===== src/rtl/fpaddsub_arbiter.sv =====
`default_nettype none
// ============================================================================
// Module      : fpaddsub_arbiter
// Description : Round-robin, credit-based sharing of one pipelined FP
//               add/sub unit between two requesters, with per-requester
//               in-order response FIFOs.
// Revision    : 1.0  initial release
// ============================================================================
module fpaddsub_arbiter #(
   parameter int LATENCY = 11,
   parameter int DEPTH   = 4
) (
   input  logic        clk,
   input  logic        rst,
   input  logic        req0_valid,
   output logic        req0_ready,
   input  logic [31:0] req0_a,
   input  logic [31:0] req0_b,
   input  logic        req0_ctrl,
   input  logic        req1_valid,
   output logic        req1_ready,
   input  logic [31:0] req1_a,
   input  logic [31:0] req1_b,
   input  logic        req1_ctrl,
   output logic        rsp0_valid,
   input  logic        rsp0_ready,
   output logic [31:0] rsp0_z,
   output logic [4:0]  rsp0_flags,
   output logic        rsp1_valid,
   input  logic        rsp1_ready,
   output logic [31:0] rsp1_z,
   output logic [4:0]  rsp1_flags,
   output logic [31:0] fpu_a,
   output logic [31:0] fpu_b,
   output logic        fpu_ctrl,
   input  logic [31:0] fpu_z,
   input  logic [4:0]  fpu_flags,
   output logic        busy
);

   localparam int PW = $clog2(DEPTH);
   localparam int OW = $clog2(DEPTH + 1);
   localparam logic [OW-1:0] c_occ_full = OW'(DEPTH);
   localparam logic [OW-1:0] c_occ_one  = OW'(1);
   localparam logic [PW:0]   c_ptr_one  = (PW + 1)'(1);

   logic [1:0]       w_req_valid;
   logic [1:0]       w_rsp_ready;
   logic [1:0]       w_elig;
   logic [1:0]       w_grant;
   logic [1:0]       w_push;
   logic [1:0]       w_pop;
   logic [1:0]       w_rsp_valid;
   logic [1:0]       w_occ_nz;
   logic [1:0][31:0] w_rsp_z;
   logic [1:0][4:0]  w_rsp_flags;

   logic               r_prio;
   logic               r_iss_v;
   logic               r_iss_tag;
   logic [31:0]        r_fpu_a;
   logic [31:0]        r_fpu_b;
   logic               r_fpu_ctrl;
   logic [LATENCY-1:0] r_trk_v;
   logic [LATENCY-1:0] r_trk_t;

   assign w_req_valid = {req1_valid, req0_valid};
   assign w_rsp_ready = {rsp1_ready, rsp0_ready};

   // r_prio names the requester that wins when both are eligible
   always_comb begin
      w_grant = 2'b00;
      if (w_elig[0] && (!w_elig[1] || !r_prio))
         w_grant[0] = 1'b1;
      else if (w_elig[1])
         w_grant[1] = 1'b1;
   end

   always_ff @(posedge clk) begin
      if (rst) begin
         r_prio     <= 1'b0;
         r_iss_v    <= 1'b0;
         r_iss_tag  <= 1'b0;
         r_fpu_a    <= 32'd0;
         r_fpu_b    <= 32'd0;
         r_fpu_ctrl <= 1'b0;
         r_trk_v    <= '0;
         r_trk_t    <= '0;
      end else begin
         r_iss_v    <= |w_grant;
         r_iss_tag  <= w_grant[1];
         r_fpu_a    <= w_grant[1] ? req1_a    : (w_grant[0] ? req0_a    : 32'd0);
         r_fpu_b    <= w_grant[1] ? req1_b    : (w_grant[0] ? req0_b    : 32'd0);
         r_fpu_ctrl <= w_grant[1] ? req1_ctrl : (w_grant[0] ? req0_ctrl : 1'b0);
         if (|w_grant)
            r_prio <= w_grant[0];
         r_trk_v <= {r_trk_v[LATENCY-2:0], r_iss_v};
         r_trk_t <= {r_trk_t[LATENCY-2:0], r_iss_tag};
      end
   end

   genvar n;
   generate
      for (n = 0; n < 2; n++) begin : g_req
         logic [31:0]   r_mem_z [DEPTH];
         logic [4:0]    r_mem_f [DEPTH];
         logic [PW:0]   r_wp;
         logic [PW:0]   r_rp;
         logic [OW-1:0] r_occ;

         // occupancy covers in-flight plus queued, so a push never overflows
         assign w_elig[n]      = w_req_valid[n] && (r_occ != c_occ_full);
         assign w_push[n]      = r_trk_v[LATENCY-1] && (r_trk_t[LATENCY-1] == (n != 0));
         assign w_rsp_valid[n] = (r_wp != r_rp) && !rst;
         assign w_pop[n]       = w_rsp_valid[n] && w_rsp_ready[n];
         assign w_rsp_z[n]     = r_mem_z[r_rp[PW-1:0]];
         assign w_rsp_flags[n] = r_mem_f[r_rp[PW-1:0]];
         assign w_occ_nz[n]    = (r_occ != '0);

         always_ff @(posedge clk) begin
            if (w_push[n]) begin
               r_mem_z[r_wp[PW-1:0]] <= fpu_z;
               r_mem_f[r_wp[PW-1:0]] <= fpu_flags;
            end
         end

         always_ff @(posedge clk) begin
            if (rst) begin
               r_wp  <= '0;
               r_rp  <= '0;
               r_occ <= '0;
            end else begin
               if (w_push[n])
                  r_wp <= r_wp + c_ptr_one;
               if (w_pop[n])
                  r_rp <= r_rp + c_ptr_one;
               if (w_grant[n] && !w_pop[n])
                  r_occ <= r_occ + c_occ_one;
               else if (!w_grant[n] && w_pop[n])
                  r_occ <= r_occ - c_occ_one;
            end
         end
      end
   endgenerate

   assign req0_ready = w_grant[0] && !rst;
   assign req1_ready = w_grant[1] && !rst;
   assign rsp0_valid = w_rsp_valid[0];
   assign rsp1_valid = w_rsp_valid[1];
   assign rsp0_z     = w_rsp_z[0];
   assign rsp1_z     = w_rsp_z[1];
   assign rsp0_flags = w_rsp_flags[0];
   assign rsp1_flags = w_rsp_flags[1];
   assign fpu_a      = rst ? 32'd0 : r_fpu_a;
   assign fpu_b      = rst ? 32'd0 : r_fpu_b;
   assign fpu_ctrl   = rst ? 1'b0  : r_fpu_ctrl;
   assign busy       = (|w_occ_nz) && !rst;

endmodule
`default_nettype wire

===== config.mk =====
export PLATFORM = sky130hd
export DESIGN_NAME = fpaddsub_arbiter
export DESIGN_NICKNAME = d
export VERILOG_FILES = /design/src/rtl/fpaddsub_arbiter.sv
export SDC_FILE = /design/constraint.sdc
export NUM_CORES = 1
export LEC_CHECK = 0
export ABC_CLOCK_PERIOD_IN_PS = 5300
export BUFFER_PORTS_ARGS = -buffer_cell sky130_fd_sc_hd__buf_2
export CORE_MARGIN = 2
export CORE_UTILIZATION = 45
export DETAILED_ROUTE_END_ITERATION = 8
export HOLD_SLACK_MARGIN = 0.03
export PLACE_DENSITY = 0.67
export SKIP_LAST_GASP = 1
export SLEW_MARGIN = 0
export SYNTH_ARGS = -nofsm -noshare
export SYNTH_HDL_FRONTEND = slang
export SYNTH_SLANG_ARGS = --single-unit

===== constraint.sdc =====
create_clock -name clk -period 5.3 [get_ports clk]
set_input_delay 0.795 -clock clk [delete_from_list [all_inputs] [get_ports clk]]
set_output_delay 0.795 -clock clk [all_outputs]
set_load 0.005 [all_outputs]

==> summary.txt <==
Route
  – Post-DRT Antenna Nets: 0
  – Routed len/inst: 20.4 microns
  – Vias/cell: 5.17
  – DRC Markers: 0
  – DRT Pass-1 Iters: 4
  – Via count: 9118
  – DRT iter0 DRCs: 442
  – WL final: 35900 microns

Worst setup path
  – CP Data Arrival Time: 2620 ps
  – Critical Path RT: 4510 ps
  – Critical path fanouts, max: 23
  – CP startpoint kind: flip-flop
  – CP Capture Type: output pin
  – Setup CP Type: reg2out

Logic synthesis
  – Fraction of the mapped netlist area in adder cells: 1.20%
  – Synth Area in Compound Gates: 5.51%
  – Top FF cell, synth: edfxtp_1
  – Synth warn: 0
  – Mux share of post-synthesis cell area: 10.7%
  – Synth Area per Inst: 16.6 sq um
  – Main combinational cell family by area after synthesis: multiplexers
  – Synth async-reset ratio: 0%
  – Synthesized flop and latch total: 408
  – Netlist Area Pre-Place: 0.0159 sq mm
  – Simple logic cell fraction of the synthesized area: 8.02%
  – EDFF count, synth: 296
  – Sequential fraction of the synthesis area: 70.0%
  – Share of the synthesized area in the top cell type: 55.9%
  – XOR/XNOR Fraction of Synth Area: 1.10%
  – Dominant cells by area after synthesis: edfxtp_1, dfxtp_1, mux4_2, nor2b_1, nand2b_1
  – Syn Nets: 1147
  – Synth cell types: 39
  – Synth Instances: 960
  – Leading area contributor after synthesis: edfxtp_1

Global routing
  – GRT Resource Usage Total: 19.4%
  – Initial antenna violation count: 8
  – Grt ovf: 0
  – Largest net degree at the start of global routing: 120
  – First-pass GRT wire length: 53700 microns
  – Number of global-route vias before repair: 9159

Layout
  – Most common cell after layout, fill and taps aside: buf_2
  – Layout cell share with drive strength beyond 1: 38.1%
  – Final #Nets: 1461
  – Fill cells: 2758
  – Most frequent cells in the layout: buf_2, edfxtp_1, dfxtp_1, nor2b_1, inv_1
  – Area growth from synthesis to layout: 21.3%

Outcome
  – Status: complete, no violations

Clock network
  – Max clock buf depth: 3
  – Worst skew pair latency: 550 ps
  – Post-CTS Hold Buffers: 0
  – H-tree depth: 2
  – Total CTS buffers: 42
  – CTS tree: yes
  – Post-CTS Setup Inserts: 0
  – Clock transition at path regs: 60 ps
  – Post-cts sizing count: 0
  – CTS root buf: clkbuf_16
  – TritonCTS Sinks: 408

STA
  – Rel. slew slack: 27.2%
  – F_max: 293 MHz
  – Period utilisation layout: 64.4%
  – Hold WS: 432 ps
  – Setup Viol. Count Final: 0
  – Slew Viols, Final: 0
  – RSZ-0062 raised after global routing: no
  – Hold Fails Final Rpt: 0
  – Post-layout min period: 3420 ps
  – Pin slew with the least headroom to its limit: 1090 ps
  – Clock skew: 32.1 ps
  – Setup TNS: 0 ps

Placed design
  – GP Congestion: 0.852
  – Port bufs: 316
  – Final HPWL DP: 23000 microns

Power and ir drop
  – Maximum vdd ir drop: 0.000262 V
  – PwrDens: 394 mW/mm^2
  – Lkg Pwr: 7.26 nW

Worst hold path
  – Hold Path Class: reg2reg

Floorplanning
  – Die height: 192 microns
  – Full die area: 0.0369 sq mm
  – Die width: 192 microns
  – Initial Utilization: 45.8%
  – Std-Cell Rows: 68
  – Core Region: 0.0347 sq mm
  – I/O pins: 317

Flow run
  – Max-cap violations: 0
[where the power goes]
part / internal, W / switching (W)
Clock: 0.00168 / 0.00119
Sequential: 0.00354 / 0.000162
Combinational: 0.000553 / 0.000471
[critical path, cell delays in order (launching register included)]
cell and delay, ps:
dfxtp_2 900, buf_4 440, mux4_2 570, buf_2 150
[synthesized netlist by cell type, drive strengths merged (4+ instances only)]
cell    number
buf         25
nor2        15
mux4        74
ha          12
edfxtp     296
nand2        4
clkbuf      35
xor2        11
nand2b      68
o21ai        6
a21oi        9
inv         78
and3         4
nand4        4
nand3        7
xnor2        9
nor2b       90
dfxtp      112
o32ai       65
[final cells by class]
| class | instances | area, sq um | area share [%] |
|---|---|---|---|
| Sequential cell | 408 | 11100 | 57.7 |
| Timing Repair Buffer | 330 | 1710 | 8.84 |
| Clock inverter | 23 | 211 | 1.10 |
| Multi-Input combinational cell | 414 | 4230 | 21.9 |
| Tap cell | 455 | 569 | 2.95 |
| Clock buffer | 53 | 1140 | 5.90 |
| Antenna cell | 4 | 10.0 | 0.0519 |
| Inverter | 78 | 293 | 1.52 |
[state kept, by name, summed over array words and instances (netlist names), 6 cells and up, named ones only]
signal	cells
g_req.r_mem_f	40
g_req.r_rp	6
r_fpu_a	32
r_fpu_b	32
g_req.r_occ	6
r_trk_t	11
r_trk_v	11
g_req.r_wp	6
g_req.r_mem_z	256
[metal layers]
| layer | GRT usage (%) | vias to the layer above | share of wire [%] |
|---|---|---|---|
| met5 | 0 | - | 0.16 |
| met4 | 4.84 | 8 | 2.0 |
| met3 | 6.03 | 57 | 8.7 |
| met2 | 32.9 | 340 | 49 |
| met1 | 24.3 | 4465 | 40 |
| li1 | - | 4248 | - |
[cells by family (layout without fill, tap and decap cells)]
group | after synthesis | count (layout)
multiplexers | 77 | 77
adder cells (fa/ha/maj) | 14 | 14
buffers and inverters | 138 | 484
AO/OA/AOI/OAI | 93 | 93
other | 0 | 4
flip-flops | 408 | 408
AND/OR/NAND/NOR | 210 | 210
XOR/XNOR | 20 | 20
[worst paths after layout]
kind,to,depth (start not counted),slack (ps),from
worst max-delay path,rsp1_z[2],3,1880,flip-flop
worst min-delay path,r_trk_v[10],1,430,r_trk_v[9]
worst max register to register,g_req[1].r_occ[2],9,2730,g_req[0].r_occ[0]
worst min register to register,r_trk_v[10],1,430,r_trk_v[9]
[through the flow]
| step | cell area, sq um | power, W | std cells | utilization, % | setup slack, ps |
|---|---|---|---|---|---|
| final | 19300 | 0.00759 | 1765 | 55.6 | 1880 |
| after global routing | 19300 | 0.00792 | 1763 | 55.6 | 1660 |
| after CTS | 19300 | 0.00770 | 1761 | 55.5 | 1750 |
| after detailed placement | 17900 | 0.00481 | 1685 | 51.7 | 2350 |
| after global placement | 17900 | 0.00480 | 1685 | 51.7 | 2350 |
| after floorplan | 15900 | 0.00441 | 960 | - | 2530 |
(Power assumes the default switching activity.)
